## config.mk

```make
export PLATFORM = sky130hd
export DESIGN_NAME = pc_sequencer
export DESIGN_NICKNAME = d
export VERILOG_FILES = /design/src/rtl/pc_sequencer.sv
export SDC_FILE = /design/constraint.sdc
export NUM_CORES = 1
export LEC_CHECK = 0
export ABC_AREA = 1
export CAP_MARGIN = 20
export CORE_UTILIZATION = 60
export CTS_BUF_LIST = sky130_fd_sc_hd__clkbuf_8
export CTS_CLUSTER_DIAMETER = 120
export DETAILED_ROUTE_END_ITERATION = 7
export PLACE_DENSITY = 0.76
export SYNTH_ARGS = -nofsm -noshare
export SYNTH_HDL_FRONTEND = slang
export SYNTH_SLANG_ARGS = --single-unit
```

## constraint.sdc

```tcl
create_clock -name CLK -period 2.78 [get_ports CLK]
set_input_delay 0.417 -clock CLK [delete_from_list [all_inputs] [get_ports CLK]]
set_output_delay 0.417 -clock CLK [all_outputs]
set_load 0.02 [all_outputs]
```

## src/rtl/pc_sequencer.sv

```systemverilog
// Program-counter sequencer with a circular return-address stack.
// Optional macro RSTACK_GUARD_EN suppresses CALL-on-full / RET-on-empty and raises a sticky StackErr.
module pc_sequencer #(
    parameter int               WIDTH     = 16,
    parameter int               DEPTH     = 8,
    parameter int               STEP      = 2,
    parameter logic [WIDTH-1:0] RESET_VEC = {WIDTH{1'b0}}
) (
    input  logic                     CLK,
    input  logic                     Reset,
    input  logic                     PCWrite,
    input  logic [2:0]               PCControl,
    input  logic [WIDTH-1:0]         Target,
    input  logic                     Cond,
    output logic [WIDTH-1:0]         PC_out,
    output logic [$clog2(DEPTH):0]   Depth_out,
    output logic                     Full,
    output logic                     Empty,
    output logic                     Overflow,
    output logic                     StackErr
);

    localparam int               AW      = $clog2(DEPTH);
    localparam logic [AW:0]      DEPTH_W = (AW+1)'(DEPTH);
    localparam logic [WIDTH-1:0] STEP_W  = WIDTH'(STEP);

    typedef enum logic [2:0] {
        OP_SEQ  = 3'b000,
        OP_JMP  = 3'b001,
        OP_BR   = 3'b010,
        OP_CALL = 3'b011,
        OP_RET  = 3'b100,
        OP_REL  = 3'b101
    } op_e;

    logic [WIDTH-1:0] pc_q, pc_d;
    logic [AW:0]      depth_q, depth_d;
    logic [AW-1:0]    sp_q, sp_d;
    logic             ovf_q, ovf_d;
    logic             push_s;
    logic             full_s, empty_s;
    logic [WIDTH:0]   seq_sum_s;
    logic [WIDTH-1:0] rel_sum_s;
    logic             rel_ovf_s;
    logic [WIDTH-1:0] top_s;
    logic [WIDTH-1:0] mem_q [DEPTH];
    op_e              op_s;

    assign op_s      = op_e'(PCControl);
    assign full_s    = (depth_q == DEPTH_W);
    assign empty_s   = (depth_q == {(AW+1){1'b0}});
    assign seq_sum_s = {1'b0, pc_q} + {1'b0, STEP_W};
    assign rel_sum_s = pc_q + Target;
    assign rel_ovf_s = (pc_q[WIDTH-1] == Target[WIDTH-1]) && (rel_sum_s[WIDTH-1] != pc_q[WIDTH-1]);
    // sp_q points at the next free slot, so the newest entry sits one below it.
    assign top_s     = mem_q[sp_q - AW'(1)];

`ifdef RSTACK_GUARD_EN
    logic err_q, err_d;
`endif

    // Next-state selection for PC, stack pointer, depth and wrap flag.
    always_comb begin
        pc_d    = pc_q;
        depth_d = depth_q;
        sp_d    = sp_q;
        ovf_d   = ovf_q;
        push_s  = 1'b0;
`ifdef RSTACK_GUARD_EN
        err_d   = err_q;
`endif
        if (PCWrite) begin
            ovf_d = 1'b0;
            case (op_s)
                OP_SEQ: begin
                    pc_d  = seq_sum_s[WIDTH-1:0];
                    ovf_d = seq_sum_s[WIDTH];
                end
                OP_JMP: begin
                    pc_d = Target;
                end
                OP_BR: begin
                    if (Cond) begin
                        pc_d = Target;
                    end else begin
                        pc_d  = seq_sum_s[WIDTH-1:0];
                        ovf_d = seq_sum_s[WIDTH];
                    end
                end
                OP_CALL: begin
`ifdef RSTACK_GUARD_EN
                    if (full_s) begin
                        err_d = 1'b1;
                    end else begin
                        push_s  = 1'b1;
                        pc_d    = Target;
                        ovf_d   = seq_sum_s[WIDTH];
                        sp_d    = sp_q + AW'(1);
                        depth_d = depth_q + (AW+1)'(1);
                    end
`else
                    // On full the write slot is the oldest entry, so it is overwritten in place.
                    push_s = 1'b1;
                    pc_d   = Target;
                    ovf_d  = seq_sum_s[WIDTH];
                    sp_d   = sp_q + AW'(1);
                    if (full_s) begin
                        depth_d = depth_q;
                    end else begin
                        depth_d = depth_q + (AW+1)'(1);
                    end
`endif
                end
                OP_RET: begin
                    if (empty_s) begin
`ifdef RSTACK_GUARD_EN
                        err_d = 1'b1;
`else
                        pc_d  = RESET_VEC;
`endif
                    end else begin
                        pc_d    = top_s;
                        sp_d    = sp_q - AW'(1);
                        depth_d = depth_q - (AW+1)'(1);
                    end
                end
                OP_REL: begin
                    pc_d  = rel_sum_s;
                    ovf_d = rel_ovf_s;
                end
                default: begin
                    pc_d = pc_q;
                end
            endcase
        end else begin
            ovf_d = ovf_q;
        end
    end

    // Architectural state with asynchronous reset.
    always_ff @(posedge CLK or negedge Reset) begin
        if (!Reset) begin
            pc_q    <= RESET_VEC;
            depth_q <= {(AW+1){1'b0}};
            sp_q    <= {AW{1'b0}};
            ovf_q   <= 1'b0;
        end else begin
            pc_q    <= pc_d;
            depth_q <= depth_d;
            sp_q    <= sp_d;
            ovf_q   <= ovf_d;
        end
    end

    // Stack data storage; contents are meaningless once depth is reset.
    always_ff @(posedge CLK) begin
        if (push_s) begin
            mem_q[sp_q] <= seq_sum_s[WIDTH-1:0];
        end
    end

`ifdef RSTACK_GUARD_EN
    // Sticky stack-misuse flag, cleared only by reset.
    always_ff @(posedge CLK or negedge Reset) begin
        if (!Reset) begin
            err_q <= 1'b0;
        end else begin
            err_q <= err_d;
        end
    end
    assign StackErr = err_q;
`else
    assign StackErr = 1'b0;
`endif

    assign PC_out    = pc_q;
    assign Depth_out = depth_q;
    assign Full      = full_s;
    assign Empty     = empty_s;
    assign Overflow  = ovf_q;

endmodule
```

==> Yosys cells after proc, flatten, opt, wreduce, memory -nomap -nowiden <==
Memories as Yosys holds them, arrays and structs flattened.
Cells that the tools add are included.
{ "totals": {"register_bits": 24, "ram_bits": 128, "in_bits": 23, "out_inout_bits": 24, "wordCells": 45, "memories": 1} }
{ "memory_table": {"columns": ["memory", "depth", "word_bits", "rd", "rd_ports_with_merged_regs", "wr", "line", "text"], "rows": [
  ["mem_q", 8, 16, 1, 0, 1, "46", "logic [WIDTH-1:0] mem_q [DEPTH];"]
]} }
{ "op_classes": {"addsub": 6, "eq_ne": 10, "n_mux": 14, "reduce_logical": 10} }
{ "ops": {"columns": ["cell", "count"], "rows": [
  ["$pmux 16 s5", 1],
  ["$mux 16", 2],
  ["$add 16x2->17 const B", 1],
  ["$add 16x16->16", 1],
  ["$mux 4", 2],
  ["$pmux 4 s2", 1],
  ["$eq 3x2->1 const B", 2],
  ["$eq 3x3->1 const B", 2],
  ["$pmux 3 s2", 1],
  ["$mux 1", 5],
  ["$reduce_bool 5->1", 1],
  ["$add 4x1->4 const B", 1],
  ["$eq 4x4->1 const B", 1],
  ["$logic_not 4->1", 1],
  ["$ne 2x2->1 const B", 2],
  ["$reduce_and 4->1", 1],
  ["$reduce_or 2->1", 2],
  ["$sub 4x1->4 const B", 1],
  ["$add 3x1->3 const B", 1],
  ["$eq 3x1->1 const B", 1],
  ["$logic_not 3->1", 1],
  ["$mux 3", 1],
  ["$pmux 1 s3", 1],
  ["$reduce_and 3->1", 1],
  ["6 further kinds", 6]
]} }

==> Depth between registers and ports, before layout <==
{ "logic_depth": {"ltp_word": 5, "depth_mapped": 15, "mapped_depth_nobuf": 14} }

==> Worst setup path before layout <==
No wires, ideal clock.
{ "synth_path": {"path_type": "reg2reg", "startpoint": "register sp_q[0]", "endpoint": "register pc_q[14] (netlist: PC_out[14])", "setup_ns": 0.113, "arrival_time_ns": 2.119, "t_required_ns": 2.667, "setup_slack_ns": 0.548, "path_stages_with_launch": 16, "path_buffers": 3, "period_less_slack_ns": 2.232, "cell_sequence": "dfrtp_1 > inv_1 > buf_2 > buf_1 > ha_1 > clkinv_1 > clkbuf_1 > nor2_1 > o21ai_0 > nand3_1 > nand3_1 > nand2_1 > inv_1 > nand3_1 > nand2_1 > inv_1"} }
{ "synth_between": {"elab_chain_len": 4} }
{ "synth_lines": {"columns": ["item", "line", "text"], "rows": [
  ["start, declared", "38", "logic [AW-1:0] sp_q, sp_d;"],
  ["start signal, assigned", "145", "sp_q <= {AW{1'b0}};"],
  ["start signal, assigned", "150", "sp_q <= sp_d;"],
  ["$sub 3x1->3", "56", "assign top_s = mem_q[sp_q - AW'(1)];"],
  ["$mem_v2 8x16", null, null],
  ["$mux 16", "115", "if (empty_s) begin"],
  ["$pmux 16 s5", "74", "case (op_s)"],
  ["end signal, assigned", "148", "pc_q <= pc_d;"],
  ["end, declared", "36", "logic [WIDTH-1:0] pc_q, pc_d;"]
]} }
Every way passes these cells.
A chain may end at the register's enable or synchronous reset.

==> Final worst setup path <==
{ "layout_path": {"startpoint": "register depth_q[3] (netlist: Depth_out[3])", "endpoint": "output port Empty"} }
{ "layout_between": {"elab_chain_len": 1} }
{ "layout_lines": {"columns": ["item", "line", "text"], "rows": [
  ["start, declared", "37", "logic [AW:0] depth_q, depth_d;"],
  ["start signal, assigned", "144", "depth_q <= {(AW+1){1'b0}};"],
  ["start signal, assigned", "149", "depth_q <= depth_d;"],
  ["$logic_not 4->1", "51", "assign empty_s = (depth_q == {(AW+1){1'b0}});"],
  ["end, declared", "18", "output logic Empty,"]
]} }
Every way passes these cells.

==> metrics.md <==
| Metric | Value |
|---|---|
| Max frequency | `395.7 MHz` |
| Overall power | `roughly 9 mW` |
| Ant diodes | `0` |
| Worst R2R Setup Slack | `320 ps` |
| First-pass GRT wire length | `around 32 mm` |
| Nature of the critical path endpoint | `primary output` |
| Fin crit share | `between 90 and 100%` |
| Register share of total power | `around a third` |
| Finish-stage setup viols | `0` |
| Core area | `between 10000 and 15000 um^2` |
| Worst-path clk slew | `80 ps` |
| I/O Buffers | `45` |
| Tightest Pin Transition | `about 730 ps` |
| I/O pins | `47` |
| Status | `finished clean` |
| DRC viols | `0` |
| Clk sink count | `~150` |
| Largest net degree at the start of global routing | `68` |
| #FFs+latches synth | `about 150` |
| Max FO, Critical Path | `4` |
| Area of the multi-input gates | `just over 3000 um^2` |
| Pwr Density | `984.4 nW/um^2` |
| CP arrival | `2110 ps` |
| Hold crit path type | `input port to asynchronous set/reset pin` |
| Maximum vdd drop | `0.6420 mV` |
| Fin. max-slew vios | `0` |
| Nets | `roughly 1000` |
| Syn_area_per_cell | `just under 9 um^2` |
| Pre-CTS setup slack | `211.8 ps` |
| Pint | `approximately 5 mW` |
| Fraction of layout cells with a size suffix above 1 | `7.411%` |
| Clock Tree Buf Depth | `2` |
| H-tree depth | `4` |
| GR Overflow Total | `0` |
| Rows | `41` |
| Worst-Skew Late Latency | `about 450 ps` |
| YS warnings | `0` |
| Antenna violations before repair | `0` |
| Die Span Y | `between 100 and 150 um` |
| Mapped cell area | `approximately 8100 um^2` |
| Clk Tree Root Cell | `clkbuf_8` |
| Setup TNS | `0 ps` |
| Drt pass-1 iters | `5` |
| NetSw | `approximately 4 mW` |
| Iter 0 DRT Violations | `between 800 and 900` |
| Max-Slew Margin vs Limit | `between 50% and 60%` |
| Starting density of the core | `around 63%` |
| RSZ-0062 raised after global routing | `no` |
| Clock power frac | `a little under a fifth` |
| CTS tree | `done` |
| Layout area overhead | `13.92%` |
| WL/cell | `17.52 um` |
| Buffer count from post-CTS setup fixing | `0` |
| Slowest stage cell, crit path | `clkdlybuf4s50_1` |
| CP cell instances | `or2_2, nor2_1, clkdlybuf4s50_1` |
| Reg2Reg Capture Point | `PC_out[9]` |
| Vias per cell | `around 5.6` |
| Sw Share | `a little over two fifths` |
| Slowest cell delay on critical path | `670 ps` |
| Final Hold Fails | `0` |
| Lkg Pwr | `3.845 nW` |
| TritonCTS Buffers | `17` |
| Hold buffers post-CTS | `0` |
| Gp weighted congestion | `0.8983` |
| Logic pwr share | `~48%` |
| Fin util | `a little over 70%` |
| Reg2Reg Depth | `13` |
| Fin worst setup slack | `around 250 ps` |
| Kind of critical path | `flip-flop to primary output` |
| GR Util All Layers | `a little under a third` |
| Storage element area | `4446 um^2` |
| Post-synthesis sequential area ratio | `55.17%` |
| Worst r2r src | `sp_q[1]` |
| Synthesized Nets | `between 900 and 1000` |
| # fillers | `~1000` |
| Fin crit period | `roughly 2500 ps` |
| Max-cap viol count | `0` |
| DP HPWL | `14.30 mm` |
| Final wirelength | `approximately 20 mm` |
| Synthesized netlist cell count | `915` |
| Final Skew | `between 10 and 15 ps` |
| Vias in the first global route | `about 6000` |
| Detail Route Antenna Nets | `0` |
| DIE AREA | `13890 um^2` |
| Worst Setup Start Kind | `flip-flop` |
| Critical Path RT | `between 2000 and 2500 ps` |
| Die X-Extent | `around 120 um` |
| PostCTS Resize Cnt | `0` |
| Vias | `roughly 6500` |
| Netlist cell types | `40` |
## routing by layer
metal / vias to the layer above / track usage (%) / wire (um)
met5: - / 0 / 0
met4: 0 / 7.532 / 212
met3: 18 / 4.651 / 1649
met2: 296 / 50.11 / 9994
met1: 3073 / 42.40 / 8410
li1: 3144 / - / -
## cell usage after synthesis (all sizes together)
library cell	n	area share, %
a221oi	1	0.11
nand3	78	4.8
edfxtp	128	48
conb	1	0.047
nor2	151	7.5
fa	2	0.50
clkbuf	17	0.79
and2	7	0.54
nand2	203	9.7
o211ai	16	1.5
nor3b	1	0.093
xor2	10	1.2
nor3	2	0.12
inv	111	5.2
clkinv	1	0.047
a21oi	21	1.3
a2bb2oi	1	0.11
nand4	10	0.78
o22ai	2	0.16
a22oi	1	0.093
or2	4	0.31
xnor2	3	0.33
buf	14	0.99
o21ai	82	5.1
nand3b	4	0.37
dfrtp	24	7.5
ha	20	3.1
## flip-flops by register name (all words and copies together), names as in the netlist
signal,flops
mem_q,128
PC_out,16
Depth_out,4
Overflow,1
sp_q,3
## power groups by stage
stage	Sequential (mW)	Clock, mW	Combinational (mW)
floorplan	3.17	0	2.73
global placement	3.10	0	4.09
detailed placement	3.10	0	4.22
CTS	3.06	1.68	4.26
global route	3.08	1.77	4.76
finish	3.06	1.68	4.29
## cells in the final DEF, fill, tap and decap left out, drive strengths merged
cell,n
nand2,203
nor2,151
edfxtp,128
inv,114
o21ai,82
nand3,78
clkdlybuf4s50,45
buf,26
dfrtp,24
a21oi,21
ha,20
clkbuf,17
o211ai,16
nand4,10
xor2,10
and2,7
clkinv,5
or2,4
nand3b,4
xnor2,3
bufinv,3
clkinvlp,3
nor3,2
o22ai,2
fa,2
nor3b,1
a2bb2oi,1
a22oi,1
a221oi,1
conb,1
## worst max-delay path by stage
stage                   endpoint  slack, ps    startpoint
floorplan             PC_out[14]        550       sp_q[0]
global placement    Depth_out[3]        270  PCControl[2]
detailed placement  Depth_out[3]        210  PCControl[2]
CTS                        Empty        240  Depth_out[3]
global route               Empty        180  Depth_out[3]
finish                     Empty        250  Depth_out[3]
## layout make-up
cell class,count,share of cell area [%]
clock buffers,17,2.550
clock inverters,13,1.704
inverters,112,4.609
multi-input cells,620,33.17
flip-flops and latches,152,48.45
well taps,172,2.345
repair buffers,71,7.172
## logic make-up after synthesis
family | synth area share [%]
other cells | 0.04655
buf+inv | 7.036
fa+ha+maj | 3.604
xor+xnor | 1.507
compound gates | 8.403
flops | 55.17
simple gates | 24.23
## stage by stage
step / hold WS [ps] / cells / instance area (um^2)
floorplan: 121.4 / 915 / 8055
global placement: 497.3 / 1127 / 8786
detailed placement: 494.2 / 1127 / 8786
CTS: 336.3 / 1157 / 9176
global route: 341.0 / 1157 / 9176
finish: 331.3 / 1157 / 9176
## critical path, delay by kind of cell (launching register included)
family / cells / cell delay (ps)
buf+inv: 1 / 670
simple gates: 2 / 570
flops: 1 / 430
Power figures use the tool's default switching activity.
